File: src/rtl/riscv_muldiv_pkg.sv
// riscv_muldiv_pkg: RV32M funct3 op encodings, muldiv FSM state encodings
// and small helpers shared by the multiply/divide unit.
package riscv_muldiv_pkg;

   localparam logic [2:0] MULDIV_OP_MUL    = 3'd0;
   localparam logic [2:0] MULDIV_OP_MULH   = 3'd1;
   localparam logic [2:0] MULDIV_OP_MULHSU = 3'd2;
   localparam logic [2:0] MULDIV_OP_MULHU  = 3'd3;
   localparam logic [2:0] MULDIV_OP_DIV    = 3'd4;
   localparam logic [2:0] MULDIV_OP_DIVU   = 3'd5;
   localparam logic [2:0] MULDIV_OP_REM    = 3'd6;
   localparam logic [2:0] MULDIV_OP_REMU   = 3'd7;

   typedef enum logic [1:0] {
      ST_IDLE = 2'd0,
      ST_BUSY = 2'd1,
      ST_MUL  = 2'd2,
      ST_DONE = 2'd3
   } muldiv_state_e;

   function automatic logic op_is_mul(input logic [2:0] op);
      return (op == MULDIV_OP_MUL) || (op == MULDIV_OP_MULH) ||
             (op == MULDIV_OP_MULHSU) || (op == MULDIV_OP_MULHU);
   endfunction

   function automatic logic op_is_rem(input logic [2:0] op);
      return (op == MULDIV_OP_REM) || (op == MULDIV_OP_REMU);
   endfunction

   function automatic logic op_is_udiv(input logic [2:0] op);
      return (op == MULDIV_OP_DIVU) || (op == MULDIV_OP_REMU);
   endfunction

   // Two's-complement negate when n is set.
   function automatic logic [31:0] neg_if(input logic n, input logic [31:0] v);
      return n ? (~v + 32'd1) : v;
   endfunction

endpackage

File: src/rtl/riscv_muldiv_if.sv
// riscv_muldiv_if: issue/writeback handshake between execute stage and the
// multiply/divide unit.
interface riscv_muldiv_if;
   logic        valid_i;
   logic        ready_o;
   logic [2:0]  op_i;
   logic [31:0] operand_a_i;
   logic [31:0] operand_b_i;
   logic        flush_i;
   logic        valid_o;
   logic [31:0] result_o;

   modport slave  (input  valid_i, op_i, operand_a_i, operand_b_i, flush_i,
                   output ready_o, valid_o, result_o);
   modport master (output valid_i, op_i, operand_a_i, operand_b_i, flush_i,
                   input  ready_o, valid_o, result_o);
endinterface

File: src/rtl/riscv_divider_core.sv
// riscv_divider_core: restoring shift/subtract divider on 32-bit magnitudes.
// One quotient bit per step, MSB first. o_quot/o_rem are the values after the
// current step, so the owner can capture the final result on the last step.
module riscv_divider_core #(
   parameter int STEPS = 32
) (
   input  logic        clk_i,
   input  logic        rst_i,
   input  logic        i_start,
   input  logic        i_step,
   input  logic [31:0] i_dividend,
   input  logic [31:0] i_divisor,
   output logic        o_last,
   output logic [31:0] o_quot,
   output logic [31:0] o_rem
);
   logic [4:0]  r_cnt;
   logic [31:0] r_quot;
   logic [31:0] r_rem;
   logic [31:0] r_div;
   logic [32:0] w_trial;
   logic [32:0] w_diff;
   logic        w_ge;

   // Shift next dividend bit into the partial remainder and try subtracting.
   assign w_trial = {r_rem, r_quot[31]};
   assign w_diff  = w_trial - {1'b0, r_div};
   assign w_ge    = ~w_diff[32];
   assign o_quot  = {r_quot[30:0], w_ge};
   assign o_rem   = w_ge ? w_diff[31:0] : w_trial[31:0];
   assign o_last  = (r_cnt == 5'(STEPS - 1));

   // Load operands on start, otherwise advance one quotient bit per step.
   always_ff @(posedge clk_i) begin
      if (!rst_i) begin
         r_cnt  <= '0;
         r_quot <= '0;
         r_rem  <= '0;
         r_div  <= '0;
      end else if (i_start) begin
         r_cnt  <= '0;
         r_quot <= i_dividend;
         r_rem  <= '0;
         r_div  <= i_divisor;
      end else if (i_step) begin
         r_cnt  <= r_cnt + 5'd1;
         r_quot <= o_quot;
         r_rem  <= o_rem;
      end
   end
endmodule

File: src/rtl/riscv_muldiv.sv
// riscv_muldiv: multi-cycle RV32M multiply/divide unit.
// Optional feature macro RISCV_MULDIV_FAST_MUL_EN: single-cycle 33x33 signed
// multiply registered in a MUL state; default build uses a 32-step shift-add.
module riscv_muldiv
   import riscv_muldiv_pkg::*;
#(
   parameter int MUL_CYCLES = 32
) (
   input  logic           clk_i,
   input  logic           rst_i,
   riscv_muldiv_if.slave  bus
);
   muldiv_state_e r_state, w_state_nxt;
   logic [31:0]   r_result, w_res_nxt;
   logic [2:0]    r_op;
   logic          r_sa, r_sb;
   logic [63:0]   r_acc;

   logic [2:0]    w_op;
   logic [31:0]   w_a, w_b, w_mag_a, w_mag_b;
   logic          w_sa, w_sb, w_accept, w_ovf, w_short, w_last;
   logic [31:0]   w_short_res, w_quot, w_rem, w_mul_res, w_div_res;
   logic [63:0]   w_mprod;

   assign w_op = bus.op_i;
   assign w_a  = bus.operand_a_i;
   assign w_b  = bus.operand_b_i;

   assign bus.ready_o  = (r_state == ST_IDLE) || (r_state == ST_DONE);
   assign bus.valid_o  = (r_state == ST_DONE);
   assign bus.result_o = r_result;
   assign w_accept     = bus.valid_i && bus.ready_o && !bus.flush_i;

   // Operand signs only count for the ops that treat that operand as signed.
   assign w_sa = w_a[31] && ((w_op == MULDIV_OP_DIV) || (w_op == MULDIV_OP_REM) ||
                             (w_op == MULDIV_OP_MULH) || (w_op == MULDIV_OP_MULHSU));
   assign w_sb = w_b[31] && ((w_op == MULDIV_OP_DIV) || (w_op == MULDIV_OP_REM) ||
                             (w_op == MULDIV_OP_MULH));
   assign w_mag_a = neg_if(w_sa, w_a);
   assign w_mag_b = neg_if(w_sb, w_b);

   // Divide by zero and the one signed overflow case never iterate.
   assign w_ovf   = !op_is_udiv(w_op) && (w_a == 32'h8000_0000) && (w_b == 32'hFFFF_FFFF);
   assign w_short = !op_is_mul(w_op) && ((w_b == 32'd0) || w_ovf);
   assign w_short_res = (w_b == 32'd0) ? (op_is_rem(w_op) ? w_a : 32'hFFFF_FFFF)
                                       : (op_is_rem(w_op) ? 32'd0 : 32'h8000_0000);

   riscv_divider_core #(.STEPS(MUL_CYCLES)) u_div (
      .clk_i      (clk_i),
      .rst_i      (rst_i),
      .i_start    (w_accept && !w_short),
      .i_step     (r_state == ST_BUSY),
      .i_dividend (w_mag_a),
      .i_divisor  (w_mag_b),
      .o_last     (w_last),
      .o_quot     (w_quot),
      .o_rem      (w_rem)
   );

   assign w_div_res = op_is_rem(r_op) ? neg_if(r_sa, w_rem) : neg_if(r_sa ^ r_sb, w_quot);

`ifdef RISCV_MULDIV_FAST_MUL_EN
   logic signed [63:0] w_ext_a, w_ext_b, w_fprod;
   assign w_ext_a = {{32{w_sa}}, w_a};
   assign w_ext_b = {{32{w_sb}}, w_b};
   assign w_fprod = w_ext_a * w_ext_b;
   assign w_mprod = r_acc;
`else
   // Right-shifting shift-add: high half accumulates, multiplier drains from low half.
   logic [31:0] r_mag_a;
   logic [32:0] w_msum;
   logic [63:0] w_acc_next;
   assign w_msum     = {1'b0, r_acc[63:32]} + (r_acc[0] ? {1'b0, r_mag_a} : 33'd0);
   assign w_acc_next = {w_msum, r_acc[31:1]};
   assign w_mprod    = (r_sa ^ r_sb) ? (~w_acc_next + 64'd1) : w_acc_next;
`endif

   assign w_mul_res = (r_op == MULDIV_OP_MUL) ? w_mprod[31:0] : w_mprod[63:32];

   // Handshake FSM next state and the result captured on entry to DONE.
   always_comb begin
      w_state_nxt = r_state;
      w_res_nxt   = r_result;
      case (r_state)
         ST_IDLE, ST_DONE: begin
            if (bus.flush_i) begin
               w_state_nxt = ST_IDLE;
            end else if (bus.valid_i) begin
               if (w_short) begin
                  w_state_nxt = ST_DONE;
                  w_res_nxt   = w_short_res;
               end
`ifdef RISCV_MULDIV_FAST_MUL_EN
               else if (op_is_mul(w_op)) w_state_nxt = ST_MUL;
`endif
               else w_state_nxt = ST_BUSY;
            end else begin
               w_state_nxt = ST_IDLE;
            end
         end
         ST_BUSY: begin
            if (bus.flush_i) begin
               w_state_nxt = ST_IDLE;
            end else if (w_last) begin
               w_state_nxt = ST_DONE;
               w_res_nxt   = op_is_mul(r_op) ? w_mul_res : w_div_res;
            end
         end
         ST_MUL: begin
            if (bus.flush_i) begin
               w_state_nxt = ST_IDLE;
            end else begin
               w_state_nxt = ST_DONE;
               w_res_nxt   = w_mul_res;
            end
         end
         default: w_state_nxt = ST_IDLE;
      endcase
   end

   // State, result and operand capture registers.
   always_ff @(posedge clk_i) begin
      if (!rst_i) begin
         r_state  <= ST_IDLE;
         r_result <= '0;
         r_op     <= '0;
         r_sa     <= 1'b0;
         r_sb     <= 1'b0;
         r_acc    <= '0;
`ifndef RISCV_MULDIV_FAST_MUL_EN
         r_mag_a  <= '0;
`endif
      end else begin
         r_state  <= w_state_nxt;
         r_result <= w_res_nxt;
         if (w_accept) begin
            r_op <= w_op;
            r_sa <= w_sa;
            r_sb <= w_sb;
`ifdef RISCV_MULDIV_FAST_MUL_EN
            r_acc <= w_fprod;
`else
            r_acc   <= {32'd0, w_mag_b};
            r_mag_a <= w_mag_a;
`endif
         end
`ifndef RISCV_MULDIV_FAST_MUL_EN
         else if (r_state == ST_BUSY) begin
            r_acc <= w_acc_next;
         end
`endif
      end
   end
endmodule

File: src/flat_wrapper.sv
// flat-port wrapper written by rule: the top's interface ports become plain ports
module riscv_muldiv_flat import riscv_muldiv_pkg::*;
#(
   parameter int MUL_CYCLES = 32
)
  (clk_i, rst_i, bus_valid_i, bus_op_i, bus_operand_a_i, bus_operand_b_i, bus_flush_i, bus_ready_o, bus_valid_o, bus_result_o);
  riscv_muldiv_if bus_i ();
  input  logic clk_i;
  input  logic rst_i;
  input wire logic [$bits(bus_i.valid_i)-1:0] bus_valid_i;
  input wire logic [$bits(bus_i.op_i)-1:0] bus_op_i;
  input wire logic [$bits(bus_i.operand_a_i)-1:0] bus_operand_a_i;
  input wire logic [$bits(bus_i.operand_b_i)-1:0] bus_operand_b_i;
  input wire logic [$bits(bus_i.flush_i)-1:0] bus_flush_i;
  output wire logic [$bits(bus_i.ready_o)-1:0] bus_ready_o;
  output wire logic [$bits(bus_i.valid_o)-1:0] bus_valid_o;
  output wire logic [$bits(bus_i.result_o)-1:0] bus_result_o;
  assign bus_i.valid_i = bus_valid_i;
  assign bus_i.op_i = bus_op_i;
  assign bus_i.operand_a_i = bus_operand_a_i;
  assign bus_i.operand_b_i = bus_operand_b_i;
  assign bus_i.flush_i = bus_flush_i;
  assign bus_ready_o = bus_i.ready_o;
  assign bus_valid_o = bus_i.valid_o;
  assign bus_result_o = bus_i.result_o;
  riscv_muldiv #(.MUL_CYCLES(MUL_CYCLES)) u_core (.clk_i(clk_i), .rst_i(rst_i), .bus(bus_i));
endmodule
File: config.mk
export PLATFORM = sky130hd
export DESIGN_NAME = riscv_muldiv_flat
export DESIGN_NICKNAME = d
export VERILOG_FILES = /design/src/rtl/riscv_muldiv_pkg.sv /design/src/rtl/riscv_muldiv_if.sv /design/src/rtl/riscv_divider_core.sv /design/src/rtl/riscv_muldiv.sv /design/src/flat_wrapper.sv
export SDC_FILE = /design/constraint.sdc
export NUM_CORES = 1
export LEC_CHECK = 0
export BUFFER_PORTS_ARGS = -buffer_cell sky130_fd_sc_hd__buf_2
export CAP_MARGIN = 20
export CORE_ASPECT_RATIO = 1.4
export CORE_MARGIN = 2
export CORE_UTILIZATION = 63
export DETAILED_ROUTE_END_ITERATION = 12
export PLACE_DENSITY_LB_ADDON = 0.05
export SETUP_SLACK_MARGIN = 0.1
export SYNTH_ARGS = -nofsm -noshare
export SYNTH_HDL_FRONTEND = slang
export SYNTH_HIERARCHICAL = 1
export SYNTH_SLANG_ARGS = --single-unit
File: constraint.sdc
create_clock -name clk_i -period 7.35 [get_ports clk_i]
set_clock_uncertainty 0.2 [all_clocks]
set_input_delay 0.735 -clock clk_i [delete_from_list [all_inputs] [get_ports clk_i]]
set_output_delay 0.735 -clock clk_i [all_outputs]
set_load 0.1 [all_outputs]
Yosys cells after proc, flatten, opt, wreduce, memory -nomap -nowiden --
Index checks and enable logic that the tools add are counted.
Storage, ports and cells: bits in latches 0, bits in writable memories 0, word-level logic and storage cells 120, input port bits 71, memories kept 0, bits in registers 236, ROM bits 0, output and inout bits 34
Operators by class: add/sub/neg operators 8, bitwise gates (word level) 8, divide/modulo/power cells 0, $lt $le $gt $ge 0, mux-type cells 31, reductions and logical operators 36, multiply operators 0, shift operators 0, equal/unequal tests 25
Operator list (count):
- $mux 32 | 22
- $add 32x1->32 const B | 4
- $not 32->32 | 4
- $pmux 32 s3 | 1
- $add 64x1->64 const B | 1
- $eq 32x32->1 const B | 2
- $mux 64 | 1
- $not 64->64 | 1
- $add 32x32->33 | 1
- $sub 33x32->33 | 1
- $logic_not 32->1 | 1
- $eq 3x3->1 const B | 6
- $logic_or 1x1->1 | 14
- $eq 3x2->1 const B | 4
- $mux 2 | 6
- $logic_and 1x1->1 | 8
- $ne 2x2->1 const B | 4
- $eq 3x1->1 const B | 2
- $logic_not 3->1 | 2
- $pmux 2 s3 | 1
- $reduce_and 6->1 | 1
- $reduce_or 2->1 | 3
- $add 5x1->5 const B | 1
- $eq 5x5->1 const B | 1
- other kinds (9) | 16

Depth between registers and ports, before layout --
word-level depth 11, gate-level depth with buffers 27, depth with buffers taken out 24

Hierarchy --
Netlist, hierarchy kept.
Modules (own cells, without submodules):
- riscv_muldiv | seq. area each 2702.6 µm², instances 1, cells an instance 1782, area an instance 12690.9 µm²
- riscv_divider_core | seq. area each 2021.9 µm², instances 1, cells an instance 816, area an instance 6841.6 µm²

Least setup slack after synthesis --
No wires, ideal clock.
path type register -> register, start point register u_core.u_div.r_div[25], end point register u_core.r_result[26] (netlist: u_core/bus.result_o[26]), path buffers 1, period minus slack after synthesis 6.163 ns, stages on the path, launching flop included 24, path slack 1.187 ns, arrival time 5.888 ns, library setup time 0.075 ns, required time 7.075 ns, cell sequence dfxtp_1 -> inv_1 -> ha_1 -> a21o_1 -> a21o_1 -> a21oi_2 -> o22ai_1 -> or4_4 -> o211a_4 -> inv_6 -> buf_12 -> mux2_4 -> or4_1 -> or3_1 -> or3_1 -> or3b_1 -> or3_1 -> nand2_1 -> xor2_1 -> mux2_2 -> nand2_1 -> a221oi_1 -> or4_1 -> a31oi_1
Between the ends: word-level cells in the longest chain between the ends 10, elaborated cells on any way between the ends 14, classes of those cells add/sub: 3; mux: 8; bitwise: 3
RTL lines:
- start: declaration | RTL line riscv_divider_core.sv:20 | logic [31:0] r_div;
- start signal: assignment | RTL line riscv_divider_core.sv:44 | r_div <= i_divisor;
- $sub 33x32->33 | RTL line riscv_divider_core.sv:27 | assign w_diff = w_trial - {1'b0, r_div};
- $mux 32 | RTL line riscv_divider_core.sv:30 | assign o_rem = w_ge ? w_diff[31:0] : w_trial[31:0];
- named net u_core.w_rem[7] | RTL line riscv_muldiv.sv:22 | logic [31:0] w_short_res, w_quot, w_rem, w_mul_res, w_div_res;
- $not 32->32 | RTL line riscv_muldiv_pkg.sv:36 | return n ? (~v + 32'd1) : v;
- $add 32x1->32 | RTL line riscv_muldiv_pkg.sv:36
- $mux 32 | RTL line riscv_muldiv_pkg.sv:36
- $mux 32 | RTL line riscv_muldiv.sv:60 | assign w_div_res = op_is_rem(r_op) ? neg_if(r_sa, w_rem) : neg_if(r_sa ^ r_sb, w_quot);
- $mux 32 | RTL line riscv_muldiv.sv:106 | w_res_nxt = op_is_mul(r_op) ? w_mul_res : w_div_res;
- $mux 32 | RTL line riscv_muldiv.sv:104 | end else if (w_last) begin
- $mux 32 | RTL line riscv_muldiv.sv:102 | if (bus.flush_i) begin
- $pmux 32 s3 | RTL line riscv_muldiv.sv:84 | case (r_state)
- end signal: assignment | RTL line riscv_muldiv.sv:135 | r_result <= w_res_nxt;
- end: declaration | RTL line riscv_muldiv.sv:14 | logic [31:0] r_result, w_res_nxt;
The timed path passes the listed nets, and every way through them passes these cells. The select of a mux whose other input is x is not followed. A chain may end at the register's enable or synchronous reset.

Worst setup path after layout --
start point register u_core.u_div.r_quot[31], end point register u_core.r_result[26] (netlist: u_core/bus.result_o[26])
Between the ends: word-level cells in the longest chain between the ends 10, elaborated cells on any way between the ends 14, classes of those cells add/sub: 3; mux: 8; bitwise: 3
RTL lines:
- start: declaration | RTL line riscv_divider_core.sv:18 | logic [31:0] r_quot;
- start signal: assignment | RTL line riscv_divider_core.sv:42 | r_quot <= i_dividend;
- start signal: assignment | RTL line riscv_divider_core.sv:47 | r_quot <= o_quot;
- $sub 33x32->33 | RTL line riscv_divider_core.sv:27
- $not 1->1 | RTL line riscv_divider_core.sv:28 | assign w_ge = ~w_diff[32];
- named net u_core.w_quot[0] | RTL line riscv_muldiv.sv:22
- $not 32->32 | RTL line riscv_muldiv_pkg.sv:36
- $add 32x1->32 | RTL line riscv_muldiv_pkg.sv:36
- $mux 32 | RTL line riscv_muldiv_pkg.sv:36
- $mux 32 | RTL line riscv_muldiv.sv:60
- $mux 32 | RTL line riscv_muldiv.sv:106
- $mux 32 | RTL line riscv_muldiv.sv:104
- $mux 32 | RTL line riscv_muldiv.sv:102
- $pmux 32 s3 | RTL line riscv_muldiv.sv:84
The timed path passes the listed nets, and every way through them passes these cells. The select of a mux whose other input is x is not followed.

==> results.toml <==
[critical_path]
worstPathMaxFanout = 6
critPathCaptureType = "flip-flop"
cp-start-kind = "flip-flop"
cp.required_ns = 7.62
path_class = "reg -> reg"
arrival_ns = 7.13

[synth]
synth_top_area_cell = "dfxtp_1"
syn_avg_cell_area_um2 = 7.52
seq_area_frac_synth_pct = 24.2
yosys_most_used_dff = "dfxtp_1"
synthTopCellsByArea = "dfxtp_1 24%, mux2i_1 6.4%, nor2_1 6.2%"
async_flop_share_pct = 0
netlist.area_leader.share_pct = 24.2
synth_seq_cells = 236
synth_cell_types = 89
syn_inst = 2598
synthesis.area_um2 = 19500
ys_warn_count = 6
syn_nets = 2746
synth_edf_count = 0

[grt]
antenna_found_initial = 1
grt_pass1_wl_um = 110000
met2_usage_pct = 71.8
grt.met1_usage_pct = 48.4
grt.busiest_layer = "met2"
grt_use_met3_pct = 7.81
grt_max_degree = 83
overflow = 0
track_usage_pct = 43.5
grt_pass1_vias = 18800

[sta]
setup_viol = 0
tightest_slew_ns = 1.23
min_period_ns = 6.86
fin_crit_sh_pct = 93.3
hold_violations = 0
fmax_mhz = 146
rsz0062_at_grt = "false"
slew_viol_final = 0
hold_slack_ns = 0.254
setup_tns_ns = 0
max_slew_margin_pct = 17.3

[clock_network]
postCtsSetupBuffers = 0
cts_resized = 0
clk_pin_slew_worst_paths_ns = 0.06
cts_buffers = 25
cts.sinks = 236
clk_latency_ns = 0.55
cts_tree = "built"
root_buffer = "clkbuf_16"
cts_hold_buffers = 0
clockBufferDepth = 3
htreeDepth = 1

[floorplanning]
start_util_pct = 63.8
die_w_um = 153
ios = 105
core.rowCount = 76
fp.dieH_um = 212
dieArea_um2 = 32400
core_um2 = 30600

[routing]
drt-initial-drc-count = 2301
drt_wl_total_um = 73000
ant_nets = 0
wl_per_cell_um = 24.5
dr.pass1.iters = 7
vias_per_cell = 6.74
drcViolationCount = 0
via_count = 20100

[placement]
port_buffers = 104
place.gp.congestion = 1.08
hpwlAfterDp_um = 54900
dp.cells = 2931
dpl_cell_area_um2 = 19900

[final_layout]
fin_area_um2 = 20700
antennaDiodeCount = 0
multiInputGateArea_um2 = 13700
num-fill-cells = 2658
ff_latch_area_um2 = 4730
finalNetCount = 2718
drive_gt1_share_pct = 8.70
syn_to_final_growth_pct = 6.21
final_cells = 2976

[outcome]
status = "complete, no violations"

[worst_hold_path]
hp-class = "reg -> reg"

[power_and_ir_drop]
total_power_mw = 4.45
p_per_area_nw_per_um2 = 214
irDropWorstVdd_mv = 0.165
power.leakage_nw = 8.31

[flow_run]
cap_violations = 0
-- registers in the layout, indices dropped and copies added (netlist names), 2 cells and up --
name,flops
u_core/r_acc,64
u_core/bus.result_o,32
u_core/r_mag_a,32
u_core/u_div/r_div,32
u_core/u_div/r_quot,32
u_core/u_div/r_rem,32
u_core/u_div/r_cnt,5
u_core/r_op,3
u_core/r_state,2
-- through the flow --
| stage | util, % | setup WS, ns |
|---|---|---|
| 2_1_floorplan | - | 1.19 |
| 3_3_place_gp | 65.1 | 0.895 |
| 3_5_place_dp | 65.1 | 0.704 |
| 4_1_cts | 67.7 | 0.676 |
| 5_1_grt | 67.8 | 0.225 |
| 6_report | 67.8 | 0.493 |
-- where the power goes --
part	total, mW	switching (mW)	internal (mW)
clock network	1.25	0.565	0.684
logic	1.76	1.16	0.598
registers	1.44	0.0830	1.35
total	4.45	1.81	2.63
-- final cells by class --
cell class / instances / area share (%)
clock buffer: 35 / 3.49
tap: 390 / 2.35
multi-input combinational: 2088 / 66.0
timing repair buffer: 133 / 3.59
clock inverter: 8 / 0.253
sequential: 236 / 22.8
inverter: 86 / 1.58
-- synth_stat cells, types with 40 or more instances --
library cell / count
dfxtp_1: 236
mux2i_1: 124
a211oi_1: 55
xor2_1: 98
ha_1: 75
clkbuf_1: 127
a21oi_1: 172
nor2b_1: 40
inv_1: 84
nor2_1: 322
nand2_1: 227
o21ai_0: 150
nor3_1: 93
and2_1: 44
xnor2_1: 121
o31ai_1: 49
-- worst max-delay path: stages, from the launching register on --
cell and delay, ns:
dfxtp_1 0.35, inv_1 0.07, ha_1 0.23, fa_1 0.40
nand2b_1 0.21, a21oi_1 0.23, o21ai_1 0.20, a21oi_1 0.35
o211ai_2 0.19, o211a_4 0.22, inv_6 0.08, mux2_4 0.33
or4_1 0.58, or3_1 0.38, or3_1 0.40, or3b_1 0.49
or3_1 0.52, nand2_1 0.15, xor2_1 0.07, mux2_2 0.27
nand2_1 0.09, a22oi_1 0.11, or4_1 0.51, a31oi_1 0.17
-- final timing paths --
path	depth (start not counted)	startpoint	to	slack [ns]
worst min-delay path	2	u_core/bus.result_o[7]	u_core/bus.result_o[7]	0.25
worst min register to register	2	u_core/bus.result_o[7]	u_core/bus.result_o[7]	0.25
worst max register to register	23	u_core/u_div/r_quot[31]	u_core/bus.result_o[26]	0.49
worst max-delay path	23	u_core/u_div/r_quot[31]	u_core/bus.result_o[26]	0.49
-- cell families (layout without fill, tap and decap cells) --
kind of cell / Yosys count / after routing / share of synthesized area, %
simple gates: 931 / 931 / 22.7
xor+xnor: 219 / 219 / 9.82
fa+ha+maj: 77 / 77 / 5.01
flops: 236 / 236 / 24.2
buf+inv: 274 / 262 / 6.10
compound gates: 713 / 713 / 24.3
mux: 148 / 148 / 7.95
-- cells in the final DEF, fill, tap and decap left out, types with 11 or more instances in the layout --
master,Yosys,final
a211oi_1,55,55
and3_1,13,13
xnor2_1,121,120
nor2b_1,40,40
mux2_4,11,11
o31ai_1,49,49
nand3_1,34,33
and2_1,44,44
or4_1,26,26
xor2_1,98,97
mux2i_1,124,124
o21a_1,33,33
inv_1,84,83
buf_2,5,104
clkbuf_16,0,25
o211a_1,36,36
dfxtp_1,236,235
or3_1,32,32
a21oi_1,172,172
o41ai_1,23,23
a21o_1,28,28
o211ai_1,25,25
a31oi_1,14,14
nand2_1,227,227
nor2_1,322,321
nand4_1,24,24
nor3_1,93,92
nand2b_1,17,17
o21ai_1,26,26
buf_4,32,28
nor4_1,17,17
a221oi_1,17,17
ha_1,75,73
o21ai_0,150,150
-- metal layers --
| metal | vias up | routed length, um |
|---|---|---|
| met2 | 1170 | 33100 |
| met4 | 0 | 7550 |
| met1 | 9356 | 25600 |
| met3 | 292 | 6800 |
| li1 | 9250 | - |
| met5 | - | 0 |
No activity file was read; power rests on OpenSTA's default activity.
